### src/rtl/wide_add_sequencer_pkg.sv
// Shared definitions for the wide adder sequencer: the limb width and the
// controller state encoding.
package wide_add_sequencer_pkg;

   localparam int LIMB = 8;

   typedef enum logic [1:0] {
      IDLE  = 2'd0,
      ADD   = 2'd1,
      CARRY = 2'd2,
      DONE  = 2'd3
   } state_e;

endpackage

### src/rtl/wide_add_sequencer_if.sv
// Requester-side bundle: start/operands in, busy/done/result out.
// The master modport is the requester and the slave modport is the sequencer.
interface wide_add_sequencer_if #(parameter int NBYTES = 4);
   import wide_add_sequencer_pkg::*;

   localparam int W = LIMB * NBYTES;

   logic         start;
   logic [W-1:0] op_a;
   logic [W-1:0] op_b;
   logic         cin;
   logic         busy;
   logic         done;
   logic [W-1:0] sum;
   logic         cout;

   modport master (
      output start, op_a, op_b, cin,
      input  busy, done, sum, cout
   );

   modport slave (
      input  start, op_a, op_b, cin,
      output busy, done, sum, cout
   );

endinterface

### src/rtl/wide_add_sequencer_bit8adder.sv
// The existing shared 8-bit adder: f = a + b with the carry in f[8]; it has
// no carry input, so the sequencer folds carries in with a second pass.
module bit8adder (
   input  logic [7:0] a,
   input  logic [7:0] b,
   output logic [8:0] f
);

   assign f = {1'b0, a} + {1'b0, b};

endmodule

### src/rtl/wide_add_sequencer.sv
// NBYTES-wide add with carry-in, computed one limb at a time on a single
// 8-bit adder: per limb, one pass adds the operand bytes, a second adds the carry.
module wide_add_sequencer
   import wide_add_sequencer_pkg::*;
#(
   parameter int NBYTES = 4
) (
   input  logic               clk,
   input  logic               rst_n,
   wide_add_sequencer_if.slave bus
);

   localparam int W    = LIMB * NBYTES;
   localparam int IDXW = (NBYTES > 1) ? $clog2(NBYTES) : 1;

   state_e            state_q, state_d;
   logic [IDXW-1:0]   idx_q, idx_d;
   logic              carry_q, carry_d;
   logic [LIMB-1:0]   partial_q, partial_d;
   logic              c1_q, c1_d;
   logic [W-1:0]      a_q, a_d;
   logic [W-1:0]      b_q, b_d;
   logic [W-1:0]      sum_q, sum_d;
   logic              cout_q, cout_d;
   logic              busy_q, busy_d;
   logic              done_q, done_d;

   logic [LIMB-1:0]   add_a;
   logic [LIMB-1:0]   add_b;
   logic [LIMB:0]     add_f;

   // The shared adder sees operand bytes in ADD and partial + carry in CARRY.
   always_comb begin
      add_a = '0;
      add_b = '0;
      case (state_q)
         ADD: begin
            for (int i = 0; i < NBYTES; i++) begin
               if (idx_q == IDXW'(i)) begin
                  add_a = a_q[i*LIMB +: LIMB];
                  add_b = b_q[i*LIMB +: LIMB];
               end
            end
         end
         CARRY: begin
            add_a = partial_q;
            add_b = {{(LIMB-1){1'b0}}, carry_q};
         end
         default: ;
      endcase
   end

   bit8adder u_adder (
      .a (add_a),
      .b (add_b),
      .f (add_f)
   );

   always_comb begin
      state_d   = state_q;
      idx_d     = idx_q;
      carry_d   = carry_q;
      partial_d = partial_q;
      c1_d      = c1_q;
      a_d       = a_q;
      b_d       = b_q;
      sum_d     = sum_q;
      cout_d    = cout_q;
      case (state_q)
         IDLE: begin
            if (bus.start) begin
               a_d     = bus.op_a;
               b_d     = bus.op_b;
               carry_d = bus.cin;
               idx_d   = '0;
               sum_d   = '0;
               cout_d  = 1'b0;
               state_d = ADD;
            end
         end
         ADD: begin
            partial_d = add_f[LIMB-1:0];
            c1_d      = add_f[LIMB];
            state_d   = CARRY;
         end
         CARRY: begin
            // c1 and the second-pass carry are mutually exclusive, so OR is exact.
            for (int i = 0; i < NBYTES; i++) begin
               if (idx_q == IDXW'(i)) begin
                  sum_d[i*LIMB +: LIMB] = add_f[LIMB-1:0];
               end
            end
            carry_d = c1_q | add_f[LIMB];
            if (idx_q == IDXW'(NBYTES-1)) begin
               cout_d  = c1_q | add_f[LIMB];
               state_d = DONE;
            end else begin
               idx_d   = idx_q + 1'b1;
               state_d = ADD;
            end
         end
         DONE: begin
            state_d = IDLE;
         end
         default: begin
            state_d = IDLE;
         end
      endcase
      busy_d = (state_d != IDLE);
      done_d = (state_d == DONE);
   end

   always_ff @(posedge clk or negedge rst_n) begin
      if (!rst_n) begin
         state_q   <= IDLE;
         idx_q     <= '0;
         carry_q   <= 1'b0;
         partial_q <= '0;
         c1_q      <= 1'b0;
         a_q       <= '0;
         b_q       <= '0;
         sum_q     <= '0;
         cout_q    <= 1'b0;
         busy_q    <= 1'b0;
         done_q    <= 1'b0;
      end else begin
         state_q   <= state_d;
         idx_q     <= idx_d;
         carry_q   <= carry_d;
         partial_q <= partial_d;
         c1_q      <= c1_d;
         a_q       <= a_d;
         b_q       <= b_d;
         sum_q     <= sum_d;
         cout_q    <= cout_d;
         busy_q    <= busy_d;
         done_q    <= done_d;
      end
   end

   assign bus.busy = busy_q;
   assign bus.done = done_q;
   assign bus.sum  = sum_q;
   assign bus.cout = cout_q;

endmodule

### src/flat_wrapper.sv
// flat-port wrapper written by rule: the top's interface ports become plain ports
module wide_add_sequencer_flat import wide_add_sequencer_pkg::*;
#(
   parameter int NBYTES = 4
)
  (clk, rst_n, bus_start, bus_op_a, bus_op_b, bus_cin, bus_busy, bus_done, bus_sum, bus_cout);
  wide_add_sequencer_if #(.NBYTES(NBYTES)) bus_i ();
  input  logic clk;
  input  logic rst_n;
  input wire logic [$bits(bus_i.start)-1:0] bus_start;
  input wire logic [$bits(bus_i.op_a)-1:0] bus_op_a;
  input wire logic [$bits(bus_i.op_b)-1:0] bus_op_b;
  input wire logic [$bits(bus_i.cin)-1:0] bus_cin;
  output wire logic [$bits(bus_i.busy)-1:0] bus_busy;
  output wire logic [$bits(bus_i.done)-1:0] bus_done;
  output wire logic [$bits(bus_i.sum)-1:0] bus_sum;
  output wire logic [$bits(bus_i.cout)-1:0] bus_cout;
  assign bus_i.start = bus_start;
  assign bus_i.op_a = bus_op_a;
  assign bus_i.op_b = bus_op_b;
  assign bus_i.cin = bus_cin;
  assign bus_busy = bus_i.busy;
  assign bus_done = bus_i.done;
  assign bus_sum = bus_i.sum;
  assign bus_cout = bus_i.cout;
  wide_add_sequencer #(.NBYTES(NBYTES)) u_core (.clk(clk), .rst_n(rst_n), .bus(bus_i));
endmodule
### config.mk
export PLATFORM = sky130hd
export DESIGN_NAME = wide_add_sequencer_flat
export DESIGN_NICKNAME = d
export VERILOG_FILES = /design/src/rtl/wide_add_sequencer_pkg.sv /design/src/rtl/wide_add_sequencer_if.sv /design/src/rtl/wide_add_sequencer_bit8adder.sv /design/src/rtl/wide_add_sequencer.sv /design/src/flat_wrapper.sv
export SDC_FILE = /design/constraint.sdc
export NUM_CORES = 1
export LEC_CHECK = 0
export BUFFER_PORTS_ARGS = -buffer_cell sky130_fd_sc_hd__buf_2
export CORE_MARGIN = 2
export CORE_UTILIZATION = 50
export DETAILED_ROUTE_END_ITERATION = 10
export PLACE_DENSITY = 0.85
export SLEW_MARGIN = 20
export SYNTH_ARGS = -nofsm -noshare
export SYNTH_HDL_FRONTEND = slang
export SYNTH_SLANG_ARGS = --single-unit
### constraint.sdc
create_clock -name clk -period 3.8 [get_ports clk]
set_input_delay 0.19 -clock clk [delete_from_list [all_inputs] [get_ports clk]]
set_output_delay 0.19 -clock clk [all_outputs]
set_load 0.03 [all_outputs]
==> metrics.yaml <==
result_of_the_run: "completed"
power-per-cell-area_nw_per_um2: 866.4
post_route_design_area_um2: 7362
drt_wl_total_mm: 15.11
avgViaCountPerCell: 5.668
max-slew-margin-rel_pct: 56.54
synth_edf_count: 0
r2r-end: "u_core.bus.sum[22]$_DFFE_PN0P_"
avgRoutedWirePerCell_um: 19.20
drt-met1-wl_mm: 6.054
placed_cells: 690
met2WireLength_mm: 7.625
design.final.nets: 718
critical_path.cell_chain: "inv_1 -> ha_1 -> clkinv_1 -> nor2_2 -> nand3_1 -> a21boi_0 -> ha_1 -> a21o_4 -> a221oi_4 -> xor2_2 -> o21ai_1"
tritoncts_clock_tree: "yes"
syn_nets: 547
grt_overflow_total: 0
gr-usage-all-layers_pct: 27.37
met3WireLength_um: 941
hp-class: "input pin to flip-flop"
drtAntennaViolNets: 0
postSynthRegisterBits: 113
route.detailed.drc: 0
maxClockFrequency_ghz: 0.2823
syn2layout_area_growth_pct: 35.11
timing.clock.skew_ns: 0.01642
cts.path.max_buffers: 2
fillCellCount: 779
unrepaired_setup_endpoints_after_global_routing: "no"
floorplan.rows: 38
dieHeight_um: 108.4
ff2ff_setup_slack_ns: 0.26
grt_pass1_vias: 4717
die-width_um: 108.4
instances_no_fill: 787
number_of_antenna_violations_at_the_first_check_in_global_routing: 0
worst_pin_slew_ns: 0.6518
finalSetupTns_ns: 0
worst_ep_required_time_ns: 4.19
ir_drop_uv: 412.5
grt_start_max_net_pins: 64
critical_path.endpoint_type: "flip-flop"
final_layout_size_suffix_gt1_share_pct: 35.86
deepest_level_of_the_cts_h_tree: 4
postCtsSetupBuffers: 0
layout_min_cycle_time_ns: 3.542
synth.top_cell.area_share_pct: 51.89
post-synth-top-count-cell: "sky130_fd_sc_hd__dfrtp_1"
die_area_um2: 11750
clkSlewWorstSetupHoldPaths_ns: 0.06
crit_path_start: "u_core.state_q[1]$_DFF_PN0_"
synthesis.yosys.warnings: 0
yosysTopAreaCell: "sky130_fd_sc_hd__dfrtp_1"
wire_length_of_the_first_global_routing_pass_mm: 24.20
drt_iter0_drc: 275
cap_viol_max_count: 0
final_util_pct: 68.51
initial_utilization_pct: 50.71
min_period_over_period_pct: 93.22
detailed_placement_hpwl_mm: 9.112
worstPathMaxFanout: 12
cts_made_buffers: 17
syn_inst: 463
highest_metal_layer_used_by_the_detailed_router: "met4"
crit_top_cell: "sky130_fd_sc_hd__ha_1"
detailed_place.area_um2: 6100
ys_async_sr_fraction_pct: 100.0
core_area_um2: 10750
synthTopCellsByArea: "sky130_fd_sc_hd__dfrtp_1 (52%), sky130_fd_sc_hd__mux2_2 (14%), sky130_fd_sc_hd__ha_1 (3.4%)"
synthDistinctLibCells: 55
syn_area_per_cell_um2: 11.77
antennaDiodeCount: 0
worstReg2RegStart: "u_core.state_q[1]$_DFF_PN0_"
number_of_cells_traversed_by_the_worst_hold_path: 4
top_level_port_count: 103
r2r_depth: 11
crit_path_max_incr_delay_ns: 0.45
synth_common_cells: "sky130_fd_sc_hd__dfrtp_1 (113), sky130_fd_sc_hd__mux2_2 (68), sky130_fd_sc_hd__nand2_1 (49)"
leakage_nw: 3.417
detail_route.first_pass.iterations: 5
timing.critical_path.to: "u_core.bus.sum[22]$_DFFE_PN0P_"
insertion_delay_ns: 0.52
hold_viol: 0
critPathKind: "flip-flop to flip-flop"
final_max_slew_viol_count: 0
final_setup_violation_count: 0
yosysSeqAreaShare_pct: 51.89
startpoint_type: "flip-flop"
dominantRegCellSynth: "sky130_fd_sc_hd__dfrtp_1"
clock_tree.root_cell: "sky130_fd_sc_hd__clkbuf_8"
cts_num_sinks: 113
arrival_ns: 3.93
place.gp.congestion: 0.9454
numPortBuffers: 102
routed-via-count: 4461
post_synth_instance_area_um2: 5449
critPathSlowestCell: "sky130_fd_sc_hd__ha_1"
flip-flops by register name, indices dropped and copies added, names as in the netlist:
name              cells
u_core.partial_q      8
u_core.bus.done       1
u_core.carry_q        1
u_core.c1_q           1
u_core.b_q           32
u_core.state_q        2
u_core.idx_q          2
u_core.bus.sum       32
u_core.bus.cout       1
u_core.bus.busy       1
u_core.a_q           32
cell type report:
cell class / instances / area, um2 / area share [%]
clock buffers: 21 / 449.2 / 6.101
clock inverters: 11 / 160.2 / 2.175
inverters: 17 / 63.81 / 0.8668
multi-input cells: 310 / 2437 / 33.11
flip-flops and latches: 113 / 2828 / 38.41
well taps: 140 / 175.2 / 2.379
repair buffers: 175 / 1249 / 16.96
kinds of logic after synthesis:
family	after synthesis	share of synthesized area (%)
flip-flops	113	51.89
XOR/XNOR	3	0.6201
adder cells (fa/ha/maj)	16	3.812
AND/OR/NAND/NOR	101	8.909
multiplexers	72	14.93
buffers and inverters	40	3.467
AO/OA/AOI/OAI	118	16.37
critical path: cells and delay by family (launching register included):
family	cells	cell delay, ns
flip-flops	1	0.40
AO/OA/AOI/OAI	4	1.07
buffers and inverters	2	0.28
AND/OR/NAND/NOR	2	0.47
XOR/XNOR	1	0.32
adder cells (fa/ha/maj)	2	0.85
where the power goes:
| group | internal, mW | switching, mW |
|---|---|---|
| logic | 1.13 | 1.51 |
| clock network | 1.09 | 0.563 |
| registers | 1.74 | 0.342 |
layer usage:
metal | up-vias | global-route usage (%)
met5 | - | 0
met4 | 0 | 11.45
met3 | 41 | 6.751
met2 | 197 | 46.50
met1 | 2202 | 33.36
li1 | 2021 | -
cell usage in the layout, fill, tap and decap left out, types with 15 or more instances in the layout:
cell type / n
sky130_fd_sc_hd__buf_2: 101
sky130_fd_sc_hd__dlygate4sd3_1: 65
sky130_fd_sc_hd__o21ai_0: 17
sky130_fd_sc_hd__nand3_1: 15
sky130_fd_sc_hd__nand2_1: 48
sky130_fd_sc_hd__inv_1: 16
sky130_fd_sc_hd__a21oi_1: 16
sky130_fd_sc_hd__mux2_2: 68
sky130_fd_sc_hd__ha_1: 15
sky130_fd_sc_hd__dfrtp_1: 113
sky130_fd_sc_hd__clkbuf_16: 16
metrics by stage:
stage / total power, mW / hold slack, ns / worst slack [ns]
floorplan: 3.912 / -0.1056 / 0.7345
global placement: 4.454 / 0.2416 / 0.4768
detailed placement: 4.562 / 0.2584 / 0.3682
CTS: 6.320 / 0.04037 / 0.2517
global route: 6.696 / 0.08157 / 0.06203
finish: 6.378 / 0.04718 / 0.2576
what timing repair did:
item                                    4_1_cts  5_1_grt
endpoints found under the setup margin        0       17
endpoints found under the hold margin       112        0
hold buffers                                 65        0
resized for setup                             0        1
worst min-delay path by stage:
stage	startpoint	to	slack, ns
after CTS	bus_start	u_core.bus.done$_DFF_PN0_	0.04
after global placement	rst_n	u_core.b_q[9]$_DFFE_PN0P_	0.24
after floorplan	rst_n	u_core.a_q[0]$_DFFE_PN0P_	-0.11
final	bus_start	u_core.bus.done$_DFF_PN0_	0.05
after global routing	bus_start	u_core.bus.done$_DFF_PN0_	0.08
after detailed placement	rst_n	u_core.b_q[17]$_DFFE_PN0P_	0.26
Power figures use the tool's default switching activity.
